<file path="src/rtl/servant_spi_ram_ctrl_if.sv">
// Byte-wide RAM bus between the SPI SRAM front end and the RAM array.
//   o_ram_addr  : byte address (aw bits), driven by the controller
//   o_ram_wdata : write byte
//   o_ram_we_n  : write strobe, active low, one clock
//   o_ram_re    : read strobe, one clock
//   i_ram_rdata : read byte, combinational from o_ram_addr
// master = controller side, slave = RAM side.
interface servant_spi_ram_ctrl_if #(
    parameter int aw = 18
) ();
    logic [aw-1:0] o_ram_addr;
    logic [7:0]    o_ram_wdata;
    logic          o_ram_we_n;
    logic          o_ram_re;
    logic [7:0]    i_ram_rdata;

    modport master (
        output o_ram_addr, o_ram_wdata, o_ram_we_n, o_ram_re,
        input  i_ram_rdata
    );

    modport slave (
        input  o_ram_addr, o_ram_wdata, o_ram_we_n, o_ram_re,
        output i_ram_rdata
    );
endinterface

</file>
<file path="src/rtl/servant_spi_ram_ctrl.sv">
// SPI-slave (mode 0) front end emulating a 23LC-style serial SRAM on a
// byte-wide RAM array. SCLK/CS_n/MOSI are oversampled in i_clk (>= 6x SCLK).
// Supports READ (0x03) and WRITE (0x02) with a 24-bit address and sequential
// auto-increment; the low aw address bits are used.
//   i_clk, i_rst    : system clock, async active-high reset
//   i_sclk, i_cs_n, i_mosi, o_miso : SPI pins
//   o_busy          : high whenever the FSM is not IDLE
//   ram             : RAM bus (master modport)
module servant_spi_ram_ctrl #(
    parameter int aw = 18
) (
    input  logic i_clk,
    input  logic i_rst,
    input  logic i_sclk,
    input  logic i_cs_n,
    input  logic i_mosi,
    output logic o_miso,
    output logic o_busy,
    servant_spi_ram_ctrl_if.master ram
);
    typedef enum logic [2:0] {IDLE, CMD, ADDR, RDATA, WDATA, IGNORE} state_t;

    state_t        state_q;
    logic          sclk_s1_q, sclk_s2_q, sclk_prev_q;
    logic          cs_s1_q, cs_s2_q, cs_prev_q;
    logic          mosi_s1_q, mosi_s2_q;
    logic [1:0]    fill_q;
    logic          armed_q;
    logic [2:0]    bit_cnt_q;
    logic [4:0]    addr_cnt_q;
    logic [6:0]    rx_q;
    logic [7:0]    tx_q;
    logic [aw-2:0] addr_sh_q;
    logic          wr_q;
    logic [aw-1:0] addr_q;
    logic [7:0]    wdata_q;
    logic          we_n_q, re_q, miso_q;

    logic          rise, fall, cs_fall;
    logic [7:0]    rx_byte;
    logic [aw-1:0] addr_inc;

    always_comb begin
        rise     = sclk_s2_q & ~sclk_prev_q;
        fall     = ~sclk_s2_q & sclk_prev_q;
        cs_fall  = cs_prev_q & ~cs_s2_q;
        rx_byte  = {rx_q, mosi_s2_q};
        addr_inc = addr_q + {{(aw-1){1'b0}}, 1'b1};
    end

    always_ff @(posedge i_clk or posedge i_rst) begin
        if (i_rst) begin
            state_q     <= IDLE;
            sclk_s1_q   <= 1'b0;
            sclk_s2_q   <= 1'b0;
            sclk_prev_q <= 1'b0;
            cs_s1_q     <= 1'b1;
            cs_s2_q     <= 1'b1;
            cs_prev_q   <= 1'b1;
            mosi_s1_q   <= 1'b0;
            mosi_s2_q   <= 1'b0;
            fill_q      <= 2'b00;
            armed_q     <= 1'b0;
            bit_cnt_q   <= 3'd0;
            addr_cnt_q  <= 5'd0;
            rx_q        <= '0;
            tx_q        <= '0;
            addr_sh_q   <= '0;
            wr_q        <= 1'b0;
            addr_q      <= '0;
            wdata_q     <= '0;
            we_n_q      <= 1'b1;
            re_q        <= 1'b0;
            miso_q      <= 1'b0;
        end else begin
            sclk_s1_q   <= i_sclk;
            sclk_s2_q   <= sclk_s1_q;
            sclk_prev_q <= sclk_s2_q;
            cs_s1_q     <= i_cs_n;
            cs_s2_q     <= cs_s1_q;
            cs_prev_q   <= cs_s2_q;
            mosi_s1_q   <= i_mosi;
            mosi_s2_q   <= mosi_s1_q;
            // The synchronisers power up showing cs_n high, so a pin held low
            // through reset would look like a falling edge. Only accept a
            // start after cs_n has genuinely been sampled high.
            fill_q      <= {fill_q[0], 1'b1};
            armed_q     <= armed_q | (fill_q[1] & cs_s2_q);

            re_q   <= 1'b0;
            we_n_q <= 1'b1;
            // Post-write increment, one cycle after the strobe.
            if (!we_n_q) addr_q <= addr_inc;

            // Abort has priority over any sclk edge seen in the same cycle.
            if (state_q != IDLE && cs_s2_q) begin
                state_q    <= IDLE;
                miso_q     <= 1'b0;
                bit_cnt_q  <= 3'd0;
                addr_cnt_q <= 5'd0;
            end else begin
                unique case (state_q)
                    IDLE: begin
                        miso_q <= 1'b0;
                        if (armed_q && cs_fall) begin
                            state_q    <= CMD;
                            bit_cnt_q  <= 3'd0;
                            addr_cnt_q <= 5'd0;
                        end
                    end
                    CMD: if (rise) begin
                        rx_q      <= rx_byte[6:0];
                        bit_cnt_q <= bit_cnt_q + 3'd1;
                        if (bit_cnt_q == 3'd7) begin
                            if (rx_byte == 8'h02) begin
                                wr_q <= 1'b1; state_q <= ADDR;
                            end else if (rx_byte == 8'h03) begin
                                wr_q <= 1'b0; state_q <= ADDR;
                            end else begin
                                state_q <= IGNORE;
                            end
                        end
                    end
                    ADDR: if (rise) begin
                        addr_sh_q  <= {addr_sh_q[aw-3:0], mosi_s2_q};
                        addr_cnt_q <= addr_cnt_q + 5'd1;
                        if (addr_cnt_q == 5'd23) begin
                            addr_q    <= {addr_sh_q, mosi_s2_q};
                            bit_cnt_q <= 3'd0;
                            if (wr_q) begin
                                state_q <= WDATA;
                            end else begin
                                re_q    <= 1'b1;
                                state_q <= RDATA;
                            end
                        end
                    end
                    RDATA: begin
                        // Oversampling keeps the fetch cycle clear of any fall.
                        if (re_q) begin
                            tx_q <= ram.i_ram_rdata;
                        end else if (fall) begin
                            miso_q <= tx_q[7];
                            tx_q   <= {tx_q[6:0], 1'b0};
                        end
                        if (rise) begin
                            bit_cnt_q <= bit_cnt_q + 3'd1;
                            if (bit_cnt_q == 3'd7) begin
                                addr_q <= addr_inc;
                                re_q   <= 1'b1;
                            end
                        end
                    end
                    WDATA: if (rise) begin
                        rx_q      <= rx_byte[6:0];
                        bit_cnt_q <= bit_cnt_q + 3'd1;
                        if (bit_cnt_q == 3'd7) begin
                            wdata_q <= rx_byte;
                            we_n_q  <= 1'b0;
                        end
                    end
                    IGNORE: miso_q <= 1'b0;
                    default: state_q <= IDLE;
                endcase
            end
        end
    end

    assign o_miso          = miso_q;
    assign o_busy          = (state_q != IDLE);
    assign ram.o_ram_addr  = addr_q;
    assign ram.o_ram_wdata = wdata_q;
    assign ram.o_ram_we_n  = we_n_q;
    assign ram.o_ram_re    = re_q;
endmodule

</file>
<file path="src/flat_wrapper.sv">
// flat-port wrapper written by rule: the top's interface ports become plain ports
module servant_spi_ram_ctrl_flat 
#(
    parameter int aw = 18
)
  (i_clk, i_rst, i_sclk, i_cs_n, i_mosi, o_miso, o_busy, ram_o_ram_addr, ram_o_ram_wdata, ram_o_ram_we_n, ram_o_ram_re, ram_i_ram_rdata);
  servant_spi_ram_ctrl_if #(.aw(aw)) ram_i ();
  input  logic i_clk;
  input  logic i_rst;
  input  logic i_sclk;
  input  logic i_cs_n;
  input  logic i_mosi;
  output logic o_miso;
  output logic o_busy;
  output wire logic [$bits(ram_i.o_ram_addr)-1:0] ram_o_ram_addr;
  output wire logic [$bits(ram_i.o_ram_wdata)-1:0] ram_o_ram_wdata;
  output wire logic [$bits(ram_i.o_ram_we_n)-1:0] ram_o_ram_we_n;
  output wire logic [$bits(ram_i.o_ram_re)-1:0] ram_o_ram_re;
  input wire logic [$bits(ram_i.i_ram_rdata)-1:0] ram_i_ram_rdata;
  assign ram_o_ram_addr = ram_i.o_ram_addr;
  assign ram_o_ram_wdata = ram_i.o_ram_wdata;
  assign ram_o_ram_we_n = ram_i.o_ram_we_n;
  assign ram_o_ram_re = ram_i.o_ram_re;
  assign ram_i.i_ram_rdata = ram_i_ram_rdata;
  servant_spi_ram_ctrl #(.aw(aw)) u_core (.i_clk(i_clk), .i_rst(i_rst), .i_sclk(i_sclk), .i_cs_n(i_cs_n), .i_mosi(i_mosi), .o_miso(o_miso), .o_busy(o_busy), .ram(ram_i));
endmodule
</file>
<file path="config.mk">
export PLATFORM = sky130hd
export DESIGN_NAME = servant_spi_ram_ctrl_flat
export DESIGN_NICKNAME = d
export VERILOG_FILES = /design/src/rtl/servant_spi_ram_ctrl_if.sv /design/src/rtl/servant_spi_ram_ctrl.sv /design/src/flat_wrapper.sv
export SDC_FILE = /design/constraint.sdc
export NUM_CORES = 1
export LEC_CHECK = 0
export ABC_AREA = 0
export CORE_UTILIZATION = 45
export DETAILED_ROUTE_END_ITERATION = 8
export PLACE_DENSITY = 0.65
export SYNTH_ARGS = -nofsm -noshare
export SYNTH_HDL_FRONTEND = slang
export SYNTH_SLANG_ARGS = --single-unit
export TNS_END_PERCENT = 100
</file>
<file path="constraint.sdc">
create_clock -name i_clk -period 2.97 [get_ports i_clk]
set_input_delay 0.594 -clock i_clk [delete_from_list [all_inputs] [get_ports i_clk]]
set_output_delay 0.594 -clock i_clk [all_outputs]
set_load 0.01 [all_outputs]
</file>
==> flow_metrics.tcl, run 1 <==
set metrics [dict create \
    status "finished clean" \
    synth_simple_gate_area_share_pct 21.08 \
    io_pins 43 \
    rows 35 \
    yosysWarnings 0 \
    clock_skew_ns 0.01093 \
    syn-cell-area_um2 4439 \
    synthArstFlopShare_pct 100.0 \
    drt_iter0_markers 292 \
    vias 3711 \
    synth_top_family_by_area "simple AND/OR/NAND/NOR gates" \
    dp_hpwl_um 7417 \
    ys_types 62 \
    rsz0062_at_grt "no" \
    clkLatencyLatePin_ns 0.36 \
    max_freq_mhz 376.6 \
    seq_area_frac_synth_pct 47.46 \
    power_density_nw_per_um2 488.1 \
    initial_core_util_pct 47.15 \
    worst_slew_pin_slew_ns 0.7470 \
    synth_compound_area_share_pct 16.94 \
    cp_max_fo 19 \
    drive_above_1_share_pct 10.63 \
    drt-total-wl_um 10680 \
    cts_setup_buffers 0 \
    cts_buffers 9 \
    finalCriticalPeriod_ns 2.655 \
    synth-xor-area-share_pct 3.551 \
    p_leak_nw 2.238 \
    drt-pass1-iter-count 5 \
    yosys-mux-area-fraction_pct 6.088 \
    yosys-top-cells-count "81 x nand2_1, 80 x dfrtp_1, 43 x o21ai_0" \
    grt_max_degree 45 \
    dieHeight_um 101.3 \
    grt_pass1_wl_um 17540 \
    worstSetupEndpointType "output pin" \
    io_buffers 42 \
    htreeDepth 3 \
    synth_top_area_cell "dfrtp_1" \
    hp-class "flip-flop to flip-flop" \
    core_um2 9415 \
    nets 520 \
    fin_area_um2 5182 \
    r2r_slack_ns 0.50 \
    timing.slew.headroom_pct 49.67 \
    finalWeightedCongestion 0.8747 \
    fp.dieW_um 101.3 \
    setup_viol_count_final 0 \
    fp.dieArea_um2 10270 \
    cp-start-kind "flip-flop" \
    period_share_pct 89.40 \
    grt_use_total_pct 22.20 \
    antenna_found_initial 0 \
    grt_pass1_vias 3459 \
    cts_tree "built" \
    post-synth-top-count-cell "nand2_1" \
    synth.top_cell.area_share_pct 45.10 \
    cp.required_ns 2.38 \
    synth_edf_count 0 \
    critPathKind "flip-flop to output pin" \
    routedWlPerCell_um 16.76 \
    post_dp_cell_area_um2 4974 \
    syn_inst 471 \
    overflow 0 \
    timing.final.max_slew_violations 0 \
    cp.arrival_ns 2.06 \
    drc 0 \
    hold_viol_final 0 \
    hold_buffers 0 \
    clock_sinks 84 \
    ys.flop_type "dfrtp_1" \
    avgViaCountPerCell 5.826 \
    clk_pin_slew_ns 0.08 \
    synthTopCellsByArea "dfrtp_1 45%, nand2_1 6.8%, o21ai_0 4.8%" \
    cts_max_path_buffers 2 \
    vdd_ir_drop_max_uv 345.7 \
    n_antenna_cell 0 \
    max-cap-violations 0 \
    syn_to_final_growth_pct 16.74 \
    ys_ff_latch 84 \
    cts_root_buf "clkbuf_8" \
    synth_nets 488 \
    finalSetupTns_ns 0 \
    postRouteAntennaNets 0 \
    syn_avg_cell_area_um2 9.425 \
    cts_resized 0 \
    synthAdderAreaFrac_pct 1.127 \
]
cell usage in the layout, fill, tap and decap left out, types with 7 or more instances in the layout:
cell type,synthesis,layout
mux2_2,16,16
a21oi_1,17,17
nor3_1,11,11
a211o_1,7,7
clkdlybuf4s50_1,0,42
nand2_1,81,81
nand4_1,14,14
nor4_1,7,7
or3_1,9,9
clkbuf_8,0,10
inv_1,9,8
nand3_1,8,8
mux2i_1,9,9
xor2_1,9,9
o21ai_0,43,43
dfrtp_1,80,80
buf_4,2,8
and3_1,7,7
nor2_1,21,21
xnor2_1,9,9
stage by stage:
step	cells	util (%)	worst slack (ns)	total power, mW	hold WS (ns)
6_report	637	55.04	0.3148	2.530	0.3544
5_1_grt	637	55.04	0.2330	2.651	0.3641
4_1_cts	637	55.04	0.3100	2.555	0.3552
3_5_place_dp	621	52.82	0.5298	1.685	0.3347
3_3_place_gp	621	52.82	0.5376	1.676	0.3323
2_1_floorplan	471	-	0.2175	1.573	0.3312
state kept, by name (all words and copies together), names as in the netlist:
signal	cells
u_core.cs_s2_q	1
u_core.state_q	3
u_core.sclk_s1_q	1
u_core.fill_q	2
u_core.sclk_s2_q	1
u_core.mosi_s1_q	1
u_core.rx_q	7
u_core.ram.o_ram_we_n	1
u_core.tx_q	8
u_core.sclk_prev_q	1
u_core.armed_q	1
u_core.ram.o_ram_wdata	8
u_core.addr_cnt_q	5
u_core.mosi_s2_q	1
u_core.bit_cnt_q	3
u_core.ram.o_ram_re	1
u_core.o_miso	1
u_core.cs_prev_q	1
u_core.ram.o_ram_addr	18
u_core.addr_sh_q	17
u_core.wr_q	1
u_core.cs_s1_q	1
layer usage:
layer | global-route usage (%) | routed length (µm) | vias up
li1 | - | - | 1767
met1 | 32.84 | 5236 | 1818
met2 | 33.44 | 4699 | 118
met3 | 3.658 | 623 | 8
met4 | 6.800 | 117 | 0
met5 | 0 | 0 | -
cell families after synthesis:
group | count (synthesis)
AND/OR/NAND/NOR | 185
AO/OA/AOI/OAI | 115
flip-flops | 84
buffers and inverters | 39
multiplexers | 25
XOR/XNOR | 18
adder cells (fa/ha/maj) | 4
other | 1
critical path: stages (launching register included):
cell	delay [ns]
dfrtp_1	0.60
buf_4	0.27
or3_1	0.36
clkdlybuf4s50_1	0.49
area by class of cell:
type	count	area, µm²
Multi-Input combinational cell	348	2170
Sequential cell	84	2107
Tap cell	129	161.4
Clock buffer	11	141.4
Fill cell	850	4233
Timing Repair Buffer	51	500.5
Clock inverter	5	67.56
Inverter	9	35.03
power breakdown:
part	internal (mW)	total (mW)	leakage, nW	switching (mW)
logic	0.168	0.346	1.05	0.178
clock network	0.426	0.869	0.106	0.443
registers	1.21	1.32	1.09	0.104
total	1.80	2.53	2.24	0.725
final timing paths:
path	startpoint	end	depth (start not counted)
max	u_core.state_q[0]$_DFFE_PP0P_	o_busy	3
min	u_core.mosi_s1_q$_DFF_PP0_	u_core.mosi_s2_q$_DFF_PP0_	0
max reg2reg	u_core.state_q[2]$_DFFE_PP0P_	u_core.ram.o_ram_addr[11]$_DFF_PP0_	5
min reg2reg	u_core.mosi_s1_q$_DFF_PP0_	u_core.mosi_s2_q$_DFF_PP0_	0
max in group asynchronous	i_rst	u_core.addr_sh_q[16]$_DFFE_PP0P_	3
min in group asynchronous	i_rst	u_core.rx_q[3]$_DFFE_PP0P_	2
Note: power is estimated with default switching activity, not from simulation.
==> run 2: changes to the inputs <==
Settings changed: PLACE_DENSITY 0.65 to 0.68, REMOVE_ABC_BUFFERS set to 1, SKIP_LAST_GASP set to 1.
Clock period 2.97 ns to 2.2 ns, I/O delays scaled along.
==> flow_metrics.tcl, run 2 (synthesis gave the netlist of run 1 again) <==
set metrics [dict create \
    drive_above_1_share_pct 15.33 \
    cp.required_ns 1.76 \
    final_common_cell "nand2_1" \
    postRouteAntennaNets 0 \
    clkLatencyLatePin_ns 0.36 \
    vias 3872 \
    grt_pass1_wl_um 18600 \
    timing.slew.headroom_pct 54.73 \
    critPathKind "flip-flop to output pin" \
    grt_use_total_pct 23.41 \
    clock_skew_ns 0.01070 \
    timing.final.max_slew_violations 0 \
    cts_root_buf "clkbuf_8" \
    clk_pin_slew_ns 0.09 \
    critical-path-top-delay-family "flip-flops" \
    dieHeight_um 101.3 \
    drt-pass1-iter-count 6 \
    max_freq_mhz 467.7 \
    vdd_ir_drop_max_uv 565.4 \
    fin_util_pct 57.42 \
    hold-worst-slack_ns 0.3235 \
    p_total_mw 3.507 \
    grt_pass1_vias 3584 \
    avgViaCountPerCell 5.831 \
    rows 35 \
    hold_viol_final 0 \
    cts_buffers 9 \
    cp-start-kind "flip-flop" \
    largest_register_ffs 18 \
    routedWlPerCell_um 16.67 \
    io_pins 43 \
    htreeDepth 3 \
    dp_hpwl_um 7819 \
    cp_slowest_cell "dfstp_2" \
    r2r_slack_ns 0.13 \
    drt-total-wl_um 11070 \
    post_dp_cell_area_um2 5189 \
    worst-r2r-cell-count 7 \
    cts_tree "built" \
    max-cap-violations 0 \
    rr_startpoint "u_core.bit_cnt_q[0]$_DFFE_PP0P_" \
    core_um2 9415 \
    worstSetupEndpointType "output pin" \
    mostFrequentLayoutCells "81 x nand2_1, 80 x dfrtp_1, 42 x o21ai_0" \
    cp_max_fo 19 \
    initial_core_util_pct 47.15 \
    rsz0062_at_grt "yes" \
    fp.dieW_um 101.3 \
    status "finished clean" \
    cts_max_path_buffers 2 \
    drt_iter0_markers 373 \
    worst_slew_pin_slew_ns 0.6749 \
    finalWeightedCongestion 0.9120 \
    io_buffers 42 \
    setup_viol_count_final 0 \
    fp.dieArea_um2 10270 \
    path_buf_inv 1 \
    p_leak_nw 2.378 \
    r2r_end "u_core.state_q[2]$_DFFE_PP0P_" \
    fin_area_um2 5406 \
    clock_sinks 84 \
    setup_slack_ns 0.06170 \
    power_density_nw_per_um2 648.7 \
    cp.arrival_ns 1.70 \
    hold_buffers 0 \
    grt_max_degree 30 \
    drc 0 \
    nets 547 \
    antenna_found_initial 0 \
    max_stage_delay_ns 0.74 \
    n_antenna_cell 0 \
    overflow 0 \
    dp_slack_ns 0.1704 \
    syn_to_final_growth_pct 21.79 \
    path_cells "clkdlybuf4s50_1" \
    finalCriticalPeriod_ns 2.138 \
    hp-class "input pin to asynchronous set/reset pin" \
    period_share_pct 97.20 \
]
==> run 2: cell count changes in the layout (fill, tap and decap cells not counted), sizes merged <==
cell,change
buf,+27
clkdlybuf4s50,-1
clkinv,-1
clkinvlp,+1
dlygate4sd2,+1
==> run 2: repair_timing <==
action | in CTS | in global routing
cloned | 0 | 0
gates resized for setup | 1 | 2
endpoints found under the setup margin | 1 | 2
buffers inserted | 0 | 0
==> run 2: worst max-delay path by stage <==
stage,start,to,slack (ns),depth (start not counted)
after CTS,u_core.ram.o_ram_we_n$_DFF_PP1_,ram_o_ram_we_n,0.06,1
after floorplan,i_rst,u_core.addr_cnt_q[0]$_DFFE_PP0P_,-0.40,1
after global routing,u_core.addr_cnt_q[0]$_DFFE_PP0P_,u_core.ram.o_ram_addr[2]$_DFF_PP0_,-0.003,6
final,u_core.ram.o_ram_we_n$_DFF_PP1_,ram_o_ram_we_n,0.06,1
after global placement,u_core.ram.o_ram_addr[7]$_DFF_PP0_,u_core.ram.o_ram_addr[16]$_DFF_PP0_,0.20,5
after detailed placement,u_core.bit_cnt_q[0]$_DFFE_PP0P_,u_core.ram.o_ram_addr[9]$_DFF_PP0_,0.17,7
==> run 2: power breakdown <==
group / internal [mW] / switching, mW
logic: 0.254 / 0.343
registers: 1.64 / 0.0706
clock network: 0.603 / 0.600
total: 2.49 / 1.01
==> run 2: final cells by class <==
class / instances / area (µm²)
clock inverter: 5 / 66.31
clock buffer: 11 / 151.4
multi-input combinational: 348 / 2171
sequential: 84 / 2107
tap: 129 / 161.4
fill: 873 / 4009
inverter: 9 / 35.03
timing repair buffer: 78 / 714.4
==> run 2: through the flow <==
stage          cells  setup TNS, ns
2_1_floorplan    441         -31.88
6_report         664              0
3_3_place_gp     648              0
5_1_grt          664      -0.002856
3_5_place_dp     648              0
4_1_cts          664              0
==> run 2: per-layer routing <==
layer | vias to the layer above | routed length [µm] | global-route usage [%]
met3 | 24 | 779 | 2.761
met5 | - | 0 | 0
met2 | 163 | 4892 | 33.80
met4 | 0 | 223 | 8.361
met1 | 1861 | 5171 | 36.05
li1 | 1824 | - | -
==> run 3: changes to the inputs <==
Settings changed: CTS_BUF_LIST set to sky130_fd_sc_hd__clkbuf_4 sky130_fd_sc_hd__clkbuf_8, SLEW_MARGIN set to 10.
==> results of run 3 <==
Final layout, timing and power as in run 2 (identical DEF).
